**src/rtl/rgb2gray_bram_loader_pkg.sv**
```systemverilog
`default_nettype none
// ============================================================================
// rgb2gray_bram_loader_pkg: loader FSM encoding and BT.601 luma constants
// Revision: 1.0
// ============================================================================
package rgb2gray_bram_loader_pkg;

    typedef enum logic [1:0] {
        ST_IDLE  = 2'd0,
        ST_LOAD  = 2'd1,
        ST_DRAIN = 2'd2,
        ST_DONE  = 2'd3
    } state_t;

    // Weights sum to 256, so the weighted sum shifted by 8 stays within 8 bits.
    localparam int unsigned c_coef_r = 77;
    localparam int unsigned c_coef_g = 150;
    localparam int unsigned c_coef_b = 29;
    localparam int unsigned c_shift  = 8;
    localparam int unsigned c_round  = 1 << (c_shift - 1);

endpackage
`default_nettype wire

```
**src/rtl/rgb2gray_bram_loader_if.sv**
```systemverilog
`default_nettype none
// ============================================================================
// rgb2gray_bram_loader_if: RGB888 valid/ready pixel stream
// Revision: 1.0
// ============================================================================
interface rgb2gray_bram_loader_if
    import rgb2gray_bram_loader_pkg::*;
#(
    parameter int DATA_WIDTH = 8
);
    logic                      s_valid;
    logic                      s_ready;
    logic [3*DATA_WIDTH-1:0]   s_data;

    modport master (output s_valid, output s_data, input  s_ready);
    modport slave  (input  s_valid, input  s_data, output s_ready);
endinterface
`default_nettype wire

```
**src/rtl/rgb2gray_bram_loader_pipe.sv**
```systemverilog
`default_nettype none
// ============================================================================
// rgb2gray_pipe: 2-stage RGB->luma multiply/sum with valid sideband.
// Macro RGB2GRAY_ROUND_EN selects round-to-nearest instead of truncation.
// Revision: 1.0
// ============================================================================
module rgb2gray_pipe
    import rgb2gray_bram_loader_pkg::*;
#(
    parameter int DATA_WIDTH = 8
) (
    input  wire logic                    clk,
    input  wire logic                    rst_n,
    input  wire logic                    i_en,
    input  wire logic                    i_valid,
    input  wire logic [3*DATA_WIDTH-1:0] i_data,
    output logic                         o_v1,
    output logic                         o_valid,
    output logic [DATA_WIDTH-1:0]        o_y
);
    localparam int PW = 2 * DATA_WIDTH;

    logic [DATA_WIDTH-1:0] w_r, w_g, w_b;
    logic [PW-1:0]         w_sum;
    logic [PW-1:0]         r_pr, r_pg, r_pb;
    logic                  r_v1, r_v2;
    logic [DATA_WIDTH-1:0] r_y;

    assign w_r = i_data[3*DATA_WIDTH-1:2*DATA_WIDTH];
    assign w_g = i_data[2*DATA_WIDTH-1:DATA_WIDTH];
    assign w_b = i_data[DATA_WIDTH-1:0];

`ifdef RGB2GRAY_ROUND_EN
    assign w_sum = r_pr + r_pg + r_pb + PW'(c_round);
`else
    assign w_sum = r_pr + r_pg + r_pb;
`endif

    always_ff @(posedge clk) begin
        if (!rst_n) begin
            r_v1 <= 1'b0;
            r_v2 <= 1'b0;
            r_pr <= '0;
            r_pg <= '0;
            r_pb <= '0;
            r_y  <= '0;
        end else if (i_en) begin
            r_v1 <= i_valid;
            r_v2 <= r_v1;
            if (i_valid) begin
                r_pr <= PW'(c_coef_r) * PW'(w_r);
                r_pg <= PW'(c_coef_g) * PW'(w_g);
                r_pb <= PW'(c_coef_b) * PW'(w_b);
            end
            if (r_v1) begin
                r_y <= w_sum[c_shift +: DATA_WIDTH];
            end
        end
    end

    assign o_v1    = r_v1;
    assign o_valid = r_v2;
    assign o_y     = r_y;
endmodule
`default_nettype wire

```
**src/rtl/rgb2gray_bram_loader.sv**
```systemverilog
`default_nettype none
// ============================================================================
// rgb2gray_bram_loader: streams RGB888 pixels to luma, fills the Sobel input
// BRAM from address 0 and pulses the Sobel run when the frame is written.
// Revision: 1.0
// ============================================================================
module rgb2gray_bram_loader
    import rgb2gray_bram_loader_pkg::*;
#(
    parameter int DATA_WIDTH   = 8,
    parameter int ADDR_WIDTH   = 16,
    parameter int IMAGE_WIDTH  = 100,
    parameter int IMAGE_HEIGHT = 100
) (
    input  wire logic                  clk,
    input  wire logic                  rst_n,
    input  wire logic                  i_en,
    input  wire logic                  i_run,
    input  wire logic [ADDR_WIDTH-1:0] i_num_cnt,
    rgb2gray_bram_loader_if.slave      s_if,
    output logic                       o_ce,
    output logic                       o_we,
    output logic [ADDR_WIDTH-1:0]      o_addr,
    output logic [DATA_WIDTH-1:0]      o_d,
    output logic                       o_sobel_run,
    output logic                       o_idle,
    output logic                       o_busy,
    output logic                       o_done
);
    if (longint'(IMAGE_WIDTH) * longint'(IMAGE_HEIGHT) > (longint'(1) << ADDR_WIDTH)) begin : g_size_check
        $error("rgb2gray_bram_loader: image does not fit the BRAM address space");
    end

    state_t                r_state;
    logic [ADDR_WIDTH-1:0] r_num;
    logic [ADDR_WIDTH-1:0] r_acc_cnt;
    logic [ADDR_WIDTH-1:0] r_wr_addr;

    logic                  w_ready;
    logic                  w_xfer;
    logic                  w_v1;
    logic                  w_v2;
    logic [DATA_WIDTH-1:0] w_y;

    assign w_ready = rst_n && i_en && (r_state == ST_LOAD) && (r_acc_cnt < r_num);
    assign w_xfer  = w_ready && s_if.s_valid;

    assign s_if.s_ready = w_ready;

    rgb2gray_pipe #(
        .DATA_WIDTH (DATA_WIDTH)
    ) u_pipe (
        .clk     (clk),
        .rst_n   (rst_n),
        .i_en    (i_en),
        .i_valid (w_xfer),
        .i_data  (s_if.s_data),
        .o_v1    (w_v1),
        .o_valid (w_v2),
        .o_y     (w_y)
    );

    always_ff @(posedge clk) begin
        if (!rst_n) begin
            r_state   <= ST_IDLE;
            r_num     <= '0;
            r_acc_cnt <= '0;
            r_wr_addr <= '0;
        end else if (i_en) begin
            if (w_v2) begin
                r_wr_addr <= r_wr_addr + 1'b1;
            end
            case (r_state)
                ST_IDLE: begin
                    if (i_run) begin
                        r_num     <= i_num_cnt;
                        r_acc_cnt <= '0;
                        r_wr_addr <= '0;
                        r_state   <= (i_num_cnt == '0) ? ST_DONE : ST_LOAD;
                    end
                end
                ST_LOAD: begin
                    if (w_xfer) begin
                        r_acc_cnt <= r_acc_cnt + 1'b1;
                        if (ADDR_WIDTH'(r_acc_cnt + 1'b1) == r_num) begin
                            r_state <= ST_DRAIN;
                        end
                    end
                end
                ST_DRAIN: begin
                    // Stage-2 entry retires on this same edge, so only stage 1 gates the exit.
                    if (!w_v1) begin
                        r_state <= ST_DONE;
                    end
                end
                ST_DONE: begin
                    r_state <= ST_IDLE;
                end
                default: begin
                    r_state <= ST_IDLE;
                end
            endcase
        end
    end

    assign o_ce        = rst_n && i_en && w_v2;
    assign o_we        = rst_n && i_en && w_v2;
    assign o_addr      = r_wr_addr;
    assign o_d         = w_y;
    assign o_idle      = (r_state == ST_IDLE);
    assign o_busy      = (r_state == ST_LOAD) || (r_state == ST_DRAIN);
    assign o_done      = (r_state == ST_DONE);
    assign o_sobel_run = (r_state == ST_DONE);
endmodule
`default_nettype wire
```
**src/flat_wrapper.sv**
```systemverilog
// flat-port wrapper written by rule: the top's interface ports become plain ports
module rgb2gray_bram_loader_flat import rgb2gray_bram_loader_pkg::*;
#(
    parameter int DATA_WIDTH   = 8,
    parameter int ADDR_WIDTH   = 16,
    parameter int IMAGE_WIDTH  = 100,
    parameter int IMAGE_HEIGHT = 100
)
  (clk, rst_n, i_en, i_run, i_num_cnt, o_ce, o_we, o_addr, o_d, o_sobel_run, o_idle, o_busy, o_done, s_if_s_valid, s_if_s_data, s_if_s_ready);
  rgb2gray_bram_loader_if #(.DATA_WIDTH(DATA_WIDTH)) s_if_i ();
  input  wire logic clk;
  input  wire logic rst_n;
  input  wire logic i_en;
  input  wire logic i_run;
  input  wire logic [ADDR_WIDTH-1:0] i_num_cnt;
  output logic o_ce;
  output logic o_we;
  output logic [ADDR_WIDTH-1:0] o_addr;
  output logic [DATA_WIDTH-1:0] o_d;
  output logic o_sobel_run;
  output logic o_idle;
  output logic o_busy;
  output logic o_done;
  input wire logic [$bits(s_if_i.s_valid)-1:0] s_if_s_valid;
  input wire logic [$bits(s_if_i.s_data)-1:0] s_if_s_data;
  output wire logic [$bits(s_if_i.s_ready)-1:0] s_if_s_ready;
  assign s_if_i.s_valid = s_if_s_valid;
  assign s_if_i.s_data = s_if_s_data;
  assign s_if_s_ready = s_if_i.s_ready;
  rgb2gray_bram_loader #(.DATA_WIDTH(DATA_WIDTH), .ADDR_WIDTH(ADDR_WIDTH), .IMAGE_WIDTH(IMAGE_WIDTH), .IMAGE_HEIGHT(IMAGE_HEIGHT)) u_core (.clk(clk), .rst_n(rst_n), .i_en(i_en), .i_run(i_run), .i_num_cnt(i_num_cnt), .s_if(s_if_i), .o_ce(o_ce), .o_we(o_we), .o_addr(o_addr), .o_d(o_d), .o_sobel_run(o_sobel_run), .o_idle(o_idle), .o_busy(o_busy), .o_done(o_done));
endmodule
```
**config.mk**
```make
export PLATFORM = sky130hd
export DESIGN_NAME = rgb2gray_bram_loader_flat
export DESIGN_NICKNAME = d
export VERILOG_FILES = /design/src/rtl/rgb2gray_bram_loader_pkg.sv /design/src/rtl/rgb2gray_bram_loader_if.sv /design/src/rtl/rgb2gray_bram_loader_pipe.sv /design/src/rtl/rgb2gray_bram_loader.sv /design/src/flat_wrapper.sv
export SDC_FILE = /design/constraint.sdc
export NUM_CORES = 1
export LEC_CHECK = 0
export CORE_UTILIZATION = 40
export CTS_CLUSTER_DIAMETER = 40
export DETAILED_ROUTE_END_ITERATION = 7
export SETUP_SLACK_MARGIN = 0.2
export SLEW_MARGIN = 10
export SYNTH_ARGS = -nofsm -noshare
export SYNTH_HDL_FRONTEND = slang
export SYNTH_HIERARCHICAL = 1
export SYNTH_SLANG_ARGS = --single-unit
```
**constraint.sdc**
```tcl
create_clock -name clk -period 3.9 [get_ports clk]
set_clock_uncertainty 0.15 [all_clocks]
set_input_delay 0.975 -clock clk [delete_from_list [all_inputs] [get_ports clk]]
set_output_delay 0.975 -clock clk [all_outputs]
set_load 0.005 [all_outputs]
```
; ---- Word-level counts from Yosys, hierarchy flattened
; Index checks and enable logic that the tools add are counted.
[op_classes]
add_sub_neg = 4
n_mul = 3
n_lt_le_gt_ge = 1
n_eq_ne = 8
mux = 12
n_reduce_logical = 14
[op_table]
columns = operator, n
row1 = $mux 16, 5
row2 = $add 16x1->16 const B, 2
row3 = $pmux 16 s2, 1
row4 = $mul 7x8->15 const A, 2
row5 = $add 15x16->16, 1
row6 = $add 16x13->16, 1
row7 = $eq 16x16->1, 1
row8 = $logic_not 16->1, 1
row9 = $lt 16x16->1, 1
row10 = $mul 5x8->13 const A, 1
row11 = $mux 2, 5
row12 = $ne 2x2->1 const B, 4
row13 = $pmux 2 s4, 1
row14 = $logic_and 1x1->1, 5
row15 = $reduce_and 5->1, 1
row16 = $eq 2x2->1 const B, 2
row17 = $reduce_and 2->1, 2
row18 = $reduce_and 4->1, 1
row19 = $reduce_and 3->1, 1
row20 = $eq 2x1->1 const B, 1
row21 = $logic_not 2->1, 1
row22 = $reduce_bool 2->1, 1
row23 = $logic_or 1x1->1, 1
[totals]
register_bits = 103
in_bits = 45
output_inout_bits = 31
elab_cells = 52

; ---- Longest topological paths before layout
[logic_depth]
depth_word = 6
depth_mapped = 14
depth_no_buf = 14

; ---- Hierarchy
; The synthesis kept the hierarchy.
[by_module_without_submodules]
columns = mod, instances, cells_per_inst, area_per_inst_um2, seq_area_each_um2
row1 = rgb2gray_pipe, 1, 610, 5434.0, 1061.0
row2 = rgb2gray_bram_loader, 1, 405, 3165.5, 1001.0

; ---- Least setup slack after synthesis
; Ideal clock, no wire load.
[synth_path]
path_type = in2reg
startpoint = in s_if_s_data[12]
endpoint = reg u_core.u_pipe.r_pg[15]
setup_time_ps = 132
arrival_ps = 3767
required_ps = 3618
setup_slack_ps = -148
stages = 12
n_path_buf = 0
cell_sequence = ha_1 -> ha_1 -> inv_1 -> fa_1 -> fa_1 -> inv_1 -> ha_1 -> o21a_1 -> o21ai_2 -> o21ai_1 -> a2111oi_0 -> nor4_1
[synth_between]
elab_chain_len = 1
[synth_lines]
columns = element, line_no
row1 = "start, declared", flat_wrapper.sv:25  ; input wire logic [$bits(s_if_i.s_data)-1:0] s_if_s_data;
row2 = $mul 7x8->15, rgb2gray_bram_loader_pipe.sv:52  ; r_pg <= PW'(c_coef_g) * PW'(w_g);
row3 = "end signal, assigned", rgb2gray_bram_loader_pipe.sv:52
row4 = "end, declared", rgb2gray_bram_loader_pipe.sv:25  ; logic [PW-1:0] r_pr, r_pg, r_pb;
; Every way passes these cells.
; A chain may end at the register's enable or synchronous reset.

; ---- Final worst setup path
[layout_path]
startpoint = in s_if_s_data[13]
endpoint = reg u_core.u_pipe.r_pg[12]
; Same word-level chain as after synthesis.

==> run summary <==
Ports = 76
Post-synth EDFFs = 0
area of the multi-input gates = 6470 sq um
max-slew violations = 0
Worst Hold Path Cells = 2
sequential-to-total area share from yosys stat = 0.240
DRC violation count after routing = 0
initial antenna violation count = 0
CP startpoint kind = primary input
vias in the first global route = 7152
RSZ-0062 raised after global routing = yes
first-pass GRT wire length = 34600 um
Die ar. = 22100 sq um
synth unique cells = 73
largest family of logic cells by synthesized area = adder cells
FF+latch count, synth = 103
Core ar. = 21000 sq um
Clock Latency Late Sink = 0.36 ns
Fill cells = 1980
Yosys warning total = 6
area added between synthesis and finish = 28.7%
path type of the worst min-delay path = flop to flop
DR WL/cell = 14.5 um
CTS clock-pin slew for the worst setup and hold paths = 0.07 ns
number of routed nets with antenna violations = 0
Final min period = 3.65 ns
via/cell ratio = 5.19
DRT Wirelength = 20800 um
actual slew at the worst max-slew pin = 0.592 ns
top-area cell type share of the netlist area = 0.240
via count of the routed design = 7467
Worst Path Required = 3.98 ns
f_max = 274 MHz
die height = 149 um
Post-Synth Adder-Cell Area = 0.285
most common cell after layout, fill and taps aside = nand2_1
Worst setup EP type = flop
FF-to-FF path depth = 11
critical path class = primary input to flop
xor/xnor cell area share of the yosys netlist = 0.0519
First-pass DRT Iterations = 4
top_reg_cell synth = dfxtp_1
Starting Density = 0.409
critical path launch point = s_if_s_data[13]
Root Driver = clkbuf_16
Placer Congestion = 0.864
# rows = 53
synthesized area = 8600 sq um
max_slew headroom = 0.595
reg-to-reg startpoint = u_core/r_num[15]$_SDFFE_PN0P_
PortBufs = 75
status = finished clean
Yosys top cell by area = dfxtp_1
Syn Area/Cell = 8.47 sq um
CTS Sinks = 103
max-cap violations = 0
post-synthesis simple-gate area fraction = 0.168
Compound-Gate Fraction of Synth Area = 0.183
Ant. Diodes = 0
# nets final = 1378
Leak = 4.73 nW
Sequential Area = 2060 sq um
CP most frequent cell = ha_4
DIE WIDTH = 149 um
CP max stage delay = 0.48 ns
Post-Syn Nets = 1233
largest net degree at the start of global routing = 62
overall global routing resource usage = 0.194
crit path DAT = 3.74 ns
asr flop ratio synth = 0
PD cells = 323 nW/um^2
CP max FO = 2
post-synthesis mux area share = 0.00466
Clock Path Buffers = 2
endpoints failing setup = 0
slowest CP cell = fa_1
Fin. Hold Viols = 0
DP HPWL = 16400 um
critical hold path startpoint = u_core/u_pipe/r_pb[3]$_SDFFE_PN0P_
total CTS buffers = 9
final core occ = 0.526
Setup WS pre-CTS = -0.616 ns
First DRT Iteration DRCs = 361
largest cells by area after synthesis = dfxtp_1, ha_1, fa_1, nand2_1, inv_1
Post-Syn Instances = 1015
CTS tree = yes
most frequent cells in the layout = nand2_1, ha_1, dfxtp_1, inv_1, buf_4
worst vdd ir = 0.000241 V
CTS H-tree lvls = 3
fin crit share = 0.937
Fin Hold WS = 0.307 ns
share of cells above drive strength 1 = 0.185
Remaining Overflow, GRT = 0
final worst slack = 0.245 ns
crit path cell chain = buf_4 > buf_6 > ha_4 > ha_4 > fa_1 > ha_4 > ha_4 > a21o_1 > a21o_1 > a41o_1 > buf_4 > or3_4 > nand3_2 > a21oi_1
==> cells by family (layout without fill, tap and decap cells) <==
family                     Yosys count  in the layout
buffers and inverters              147            297
xor gates and xnor gates            51             51
DFF                                103            103
muxes                                4              4
AOI/OAI and AO/OA                  235            235
and+or+nand+nor                    302            302
adders and majority gates          173            173
==> repair_timing <==
item | in CTS | in global routing
endpoints found under the setup margin | 24 | 24
resized for setup | 72 | 48
hold buffers | 0 | 0
pin swaps | 39 | 47
buffers inserted | 6 | 2
cloned | 0 | 0
==> routing by layer <==
layer	wire (um)	vias up	track usage	part of all wire
li1	-	3839	-	-
met1	10400	3511	0.272	0.50
met2	9590	101	0.313	0.46
met3	662	16	0.0365	0.032
met4	210	0	0.0320	0.010
met5	0	-	0	0
==> area by class of cell <==
type | instances | area share
sequential | 103 | 0.186
clock inverter | 6 | 0.00678
tap | 275 | 0.0311
inverter | 108 | 0.0366
clock buffer | 10 | 0.0216
timing repair buffer | 173 | 0.132
multi-input combinational | 765 | 0.585
==> metrics by stage <==
stage | cells | power (W) | cell area (sq um) | TNS [ns]
2_1_floorplan | 1015 | 0.00202 | 8860 | 0
3_5_place_dp | 1416 | 0.00249 | 10500 | -10.16
3_3_place_gp | 1416 | 0.00247 | 10500 | -8.99
4_1_cts | 1438 | 0.00352 | 10900 | 0
5_1_grt | 1440 | 0.00384 | 11100 | 0
6_report | 1440 | 0.00357 | 11100 | 0
==> flip-flops by register name, indices dropped and copies added, names as in the netlist <==
register and count:
u_core/u_pipe/o_v1 1, u_core/r_acc_cnt 16, u_core/o_addr 16, u_core/u_pipe/o_valid 1, u_core/u_pipe/r_pg 15, u_core/u_pipe/o_y 8
u_core/u_pipe/r_pb 13, u_core/r_num 16, u_core/u_pipe/r_pr 15, u_core/r_state 2
==> power breakdown <==
group | switching, W | total, W | internal, W
sequential | 0.0000164 | 0.00108 | 0.00107
combinational | 0.000733 | 0.00153 | 0.000802
clock | 0.000427 | 0.000952 | 0.000526
==> worst max-delay path, delay by kind of cell <==
kind	cells	cell delay (ns)
adder cells (fa/ha/maj)	5	1.35
buffers and inverters	3	0.38
AO/OA/AOI/OAI	4	0.63
AND/OR/NAND/NOR	2	0.40
==> cell usage after synthesis (all sizes together), types with 22 or more instances <==
cell / number
nand3: 43
a21oi: 70
clkbuf: 31
nor2: 46
xor2: 22
fa: 38
inv: 108
o21ai: 47
xnor2: 29
nand2: 119
dfxtp: 103
ha: 135
==> final timing paths <==
kind,end,slack (ns)
min reg2reg,u_core/u_pipe/r_pb[3]$_SDFFE_PN0P_,0.31
min,u_core/u_pipe/r_pb[3]$_SDFFE_PN0P_,0.31
max,u_core/u_pipe/r_pg[12]$_SDFFE_PN0P_,0.25
max reg2reg,u_core/r_state[1]$_SDFFE_PN0P_,0.55
No activity file was read; power rests on OpenSTA's default activity.
==> RTL edit 1, RTL diff (config.mk and constraints unchanged) <==
Encoding of `state_t`: now one-hot (4 bits for 4 states).
--- a/src/rtl/rgb2gray_bram_loader_pkg.sv
+++ b/src/rtl/rgb2gray_bram_loader_pkg.sv
@@ -5,11 +5,11 @@
 // ============================================================================
 package rgb2gray_bram_loader_pkg;
 
-    typedef enum logic [1:0] {
-        ST_IDLE  = 2'd0,
-        ST_LOAD  = 2'd1,
-        ST_DRAIN = 2'd2,
-        ST_DONE  = 2'd3
+    typedef enum logic [3:0] {
+        ST_IDLE  = 4'b0001,
+        ST_LOAD  = 4'b0010,
+        ST_DRAIN = 4'b0100,
+        ST_DONE  = 4'b1000
     } state_t;
 
     // Weights sum to 256, so the weighted sum shifted by 8 stays within 8 bits.
Function: no difference found for any inputs over 4 cycles, from zero or initial values and one cycle with rst_n low; so few cycles prove little.
==> RTL edit 1 against the original RTL <==
  * Total power shrank 0.15%
  * Routed wire length increased by 1.4%
  * Area after synthesis increased by 1.5%
  * Critical path depth is 1 lower
  * Maximum frequency shrank 0.69%
  * Highest routed layer unchanged
  * Synthesized cell count decreased by 1.1%
  * Worst setup slack worse by 0.025 ns
  * Sequential cell count is 2 higher
  * Cell area increased by 0.41%
==> RTL edit 1: results (changes against the original RTL) <==
- Outcome: completed
- Hold Path Class: reg2reg
- Initial DRC count: 349 (-3.3%)
- Layout cell share with drive strength beyond 1: 17.9% (-0.60 points)
- Largest delay share family, worst path: adder cells
- Mux share of post-synthesis cell area: 2.58% (+2.1 points)
- Total wire length: 21100 µm (+1.4%)
- Synth cell count leaders: 131 x ha_1, 105 x dfxtp_1, 98 x inv_1
- Number of global-route vias before repair: 7124 (-0.39%)
- Synth Area in XOR/XNOR: 5.12% (-0.077 points)
- Adder-Cell Fraction of Synth Area: 27.5% (-1.0 points)
- Post-synth EDFFs: 0 (unchanged)
- Post-CTS sizing: 72 (unchanged)
- Arr. time, crit path: 3.82 ns (+0.08 ns)
- Max stage delay on crit path: 0.52 ns (+0.04 ns)
- Inserted Clock Buffers: 9 (unchanged)
- Critical path peak fanout: 4 (+2)
- Syn nets: 1218 (-1.2%)
- Largest net degree at the start of global routing: 66 (+6.5%)
- Longest Clk Path Bufs: 2 (unchanged)
- Register area share after synthesis: 24.1% (+0.10 points)
- Top post-synthesis cells by area: dfxtp_1 24%, ha_1 19%, fa_1 8.7%, inv_1 4.2%, nand2_1 3.7%
- Slew at the pin closest to its max-slew limit: 0.699 ns (+0.106 ns)
- Vias: 7431 (-0.48%)
- H-tree depth: 3 (unchanged)
- Initial antenna violation count: 0 (unchanged)
- Worst VDD drop: 0.212 mV (-12%)
- Async SR Flop Fraction: 0% (unchanged)
- N_diodes: 0 (unchanged)
- Final cell count without fillers: 1423 (-1.2%)
- # placed instances: 1399 (-1.2%)
- P_leak: 4.79 nW (+1.2%)
- Slowest stage cell on the critical path: fa_1
- Synth Area per Inst: 8.69 µm² (+2.6%)
- Post-DP HPWL: 16700 µm (+1.8%)
- Synth Flop Type: dfxtp_1
- Clk slew on worst S/H paths: 0.07 ns (about the same)
- Fillcell total: 1986 (+0.30%)
- Switching part of the total: 33.4% (+0.47 points)
- Total track usage: 19.4% (-0.073 points)
- First-pass DRT Iterations: 4 (unchanged)
- Post-layout net count: 1357 (-1.5%)
- Routability cong.: 0.849 (-1.7%)
- Global-route wire length before repair: 34800 µm (+0.54%)
- I/O Buffers: 75 (unchanged)
- Syn. warnings: 6 (unchanged)
- Compound-Gate Fraction of Synth Area: 16.5% (-1.8 points)
- Worst skew pair latency: 0.35 ns
- Post-CTS setup buffers: 6 (unchanged)
## RTL edit 1: changes by cell type after synthesis, sizes merged, moves of 6 or more
cell	before	now
a21boi	20	13
a21oi	70	58
and3	5	11
inv	108	99
mux2i	4	21
nand2	119	85
nor2	46	53
nor2b	6	25
o21ai	47	41
or3	15	7
## RTL edit 1: final timing paths
kind	end	from	cells past startpoint	slack [ns]
max	u_core/u_pipe/r_pr[12]	s_if_s_data[20]	13	0.22
min	u_core/u_pipe/o_y[4]	u_core/u_pipe/o_y[4]	2	0.31
max reg2reg	u_core/r_state[0]	u_core/r_acc_cnt[0]	8	0.78
min reg2reg	u_core/u_pipe/o_y[4]	u_core/u_pipe/o_y[4]	2	0.31
## RTL edit 1: layer usage
metal	GRT usage [%]	up-vias	wire (µm)
li1	-	3826	-
met4	5.35	0	307
met1	27.1	3464	10700
met2	31.3	123	9500
met3	2.10	18	638
met5	0	-	0
## RTL edit 1: cell type report
cell class,instances,area share (%)
Multi-Input combinational cell,763,59.8
Sequential cell,105,18.9
Timing Repair Buffer,165,12.4
Inverter,99,3.34
Tap cell,275,3.10
Clock buffer,13,2.25
Clock inverter,3,0.225
## RTL edit 1: power by group through the flow
stage / clock network (mW) / logic (mW) / registers [mW]
3_5_place_dp: 0 / 1.38 / 1.13
2_1_floorplan: 0 / 0.931 / 1.13
3_3_place_gp: 0 / 1.37 / 1.13
5_1_grt: 0.947 / 1.76 / 1.11
4_1_cts: 0.903 / 1.48 / 1.11
6_report: 0.881 / 1.58 / 1.11
## RTL edit 1: through the flow
stage,setup WS (ns),cell area [µm²]
after floorplan,0.0821,8990
after global placement,-0.522,10500
after detailed placement,-0.622,10500
after CTS,0.149,10900
after global routing,0.130,11100
final,0.220,11100
==> RTL edit 2, RTL diff (same settings) <==
Without the edit above. Build with the macro `RGB2GRAY_ROUND_EN` defined.
--- a/src/rtl/rgb2gray_bram_loader_pipe.sv
+++ b/src/rtl/rgb2gray_bram_loader_pipe.sv
@@ -4,6 +4,8 @@
 // Macro RGB2GRAY_ROUND_EN selects round-to-nearest instead of truncation.
 // Revision: 1.0
 // ============================================================================
+`define RGB2GRAY_ROUND_EN
+
 module rgb2gray_pipe
     import rgb2gray_bram_loader_pkg::*;
 #(
Check against the original RTL: not equivalent (Yosys sat finds a counterexample within 4 cycles, from zero or initial values and one cycle with rst_n low).
==> RTL edit 2 against the original RTL <==
  * Cell area increased by 5.4%
  * Critical endpoint is now u_core/u_pipe/r_pb[12]
  * Worst setup slack got worse by 0.11 ns
  * Area after synthesis rose by 3.4%
  * Largest cell class unchanged
  * Sequential cell count is the same
  * Maximum frequency down 2.8%
  * Total power is 9.0% higher
  * Clock power up 8%
  * Routed wire length rose by 2.5%
  * Combinational power is 16% higher
==> RTL edit 2: results (changes against the original RTL) <==
- Outcome: completed
- DR WL/cell: 14.1 µm (-2.5%)
- Syn. warnings: 6 (unchanged)
- Synth Area per Inst: 8.30 µm² (-2.1%)
- Post-layout net count: 1460 (+6.0%)
- Syn nets: 1302 (+5.6%)
- Synth cell count leaders: 147 x ha_1, 146 x inv_1, 139 x nand2_1
- Post-synth EDFFs: 0 (unchanged)
- Post-DP HPWL: 16300 µm (-0.62%)
- Layout cell share with drive strength beyond 1: 20.5% (+1.9 points)
- R2R cell count: 12 (+1)
- Vias: 7800 (+4.5%)
- Placed instance area: 0.0108 mm² (+2.7%)
- Routability cong.: 0.876 (+1.4%)
- Reg2Reg Setup Slack: 0.38 ns (-0.17 ns)
- Total track usage: 19.3% (-0.079 points)
- Slew margin rel.: 53.7% (-5.8 points)
- Inserted Clock Buffers: 9 (unchanged)
- Hold path depth: 2 (unchanged)
- First-pass DRT Iterations: 4 (unchanged)
- Switching part of the total: 32.9% (about the same)
- Register area share after synthesis: 23.2% (-0.79 points)
- Max stage delay on crit path: 0.57 ns (+0.09 ns)
- RR Startpoint: u_core/u_pipe/r_pr[4]
- Total wire length: 21400 µm (+2.5%)
- Top post-synthesis cells by area: dfxtp_1 23%, ha_1 21%, fa_1 8.6%, inv_1 6.2%, nand2_1 5.9%
- Synth Flop Type: dfxtp_1
- P_leak: 5.02 nW (+6.1%)
- Worst r2r dst: u_core/u_pipe/o_y[5]
- Slowest stage cell on the critical path: fa_2
- Number of global-route vias before repair: 7414 (+3.7%)
- Largest net degree at the start of global routing: 55 (-11%)
- Worst VDD drop: 0.187 mV (-22%)
- I/O Buffers: 75 (unchanged)
- Async SR Flop Fraction: 0% (unchanged)
- Global-route wire length before repair: 35100 µm (+1.3%)
- Yosys cell types: 74 (+1.4%)
- WHS: 0.305 ns (-0.00239 ns)
- CP startpoint: s_if_s_data[0]
- Worst slack, placed: -0.657 ns (-0.0409 ns)
- Arr. time, crit path: 3.84 ns (+0.10 ns)
- Initial DRC count: 276 (-24%)
RTL edit 2: changes by cell type in the layout (fill, tap and decap cells not counted), sizes merged, moves of 6 or more:
cell	change
inv	+36
nand2	+21
buf	+18
ha	+12
xnor2	+11
nor2	+9
a21o	-8
a31oi	+6
nand4	-6
RTL edit 2: logic make-up after synthesis:
group / share of synthesized area [%]
compound gates: 15.9
xor+xnor: 6.40
fa+ha+maj: 29.2
buf+inv: 8.29
flops: 23.2
mux: 0.338
simple gates: 16.6
RTL edit 2: worst max path at each step:
stage                     slack, ns                endpoint  depth (start not counted)
after CTS                      0.06  u_core/u_pipe/r_pg[12]                         15
final                          0.14  u_core/u_pipe/r_pb[12]                         12
after detailed placement      -0.66  u_core/u_pipe/r_pb[12]                         16
after global routing           0.05  u_core/u_pipe/r_pb[12]                         14
after floorplan               -0.06  u_core/u_pipe/r_pb[10]                         15
after global placement        -0.61  u_core/u_pipe/r_pb[10]                         16
RTL edit 2: metal layers:
metal | share of wire [%] | vias to the layer above | GRT usage (%)
met2 | 48 | 102 | 33.5
met4 | 1.8 | 0 | 4.90
met3 | 2.8 | 26 | 3.13
met1 | 47 | 3695 | 24.8
li1 | - | 3977 | -
met5 | 0 | - | 0
RTL edit 2: repair_timing:
item,in CTS,in global routing
resized for setup,100,69
pin swaps,47,53
gates cloned,0,1
hold endpoints to repair,0,0
setup buffers,7,10
endpoints found under the setup margin,22,30
RTL edit 2: power by group through the flow:
stage	Sequential, mW	Combinational (mW)	Clock, mW
floorplan	1.10	0.968	0
global placement	1.11	1.47	0
detailed placement	1.11	1.48	0
CTS	1.08	1.60	1.06
global route	1.08	1.98	1.11
finish	1.08	1.78	1.03
RTL edit 2: area by class of cell:
class | count | area, µm²
fill | 2032 | 10200
multi-input combinational | 782 | 6730
sequential | 103 | 2060
timing repair buffer | 187 | 1630
inverter | 147 | 557
tap | 280 | 350
clock buffer | 10 | 239
clock inverter | 6 | 103
RTL edit 2: critical path: cells and delay by family:
kind                       cells  cell delay, ns
AOI/OAI and AO/OA              4            0.72
xor gates and xnor gates       1            0.24
and+or+nand+nor                2            0.26
buffers and inverters          1            0.27
adders and majority gates      4            1.36
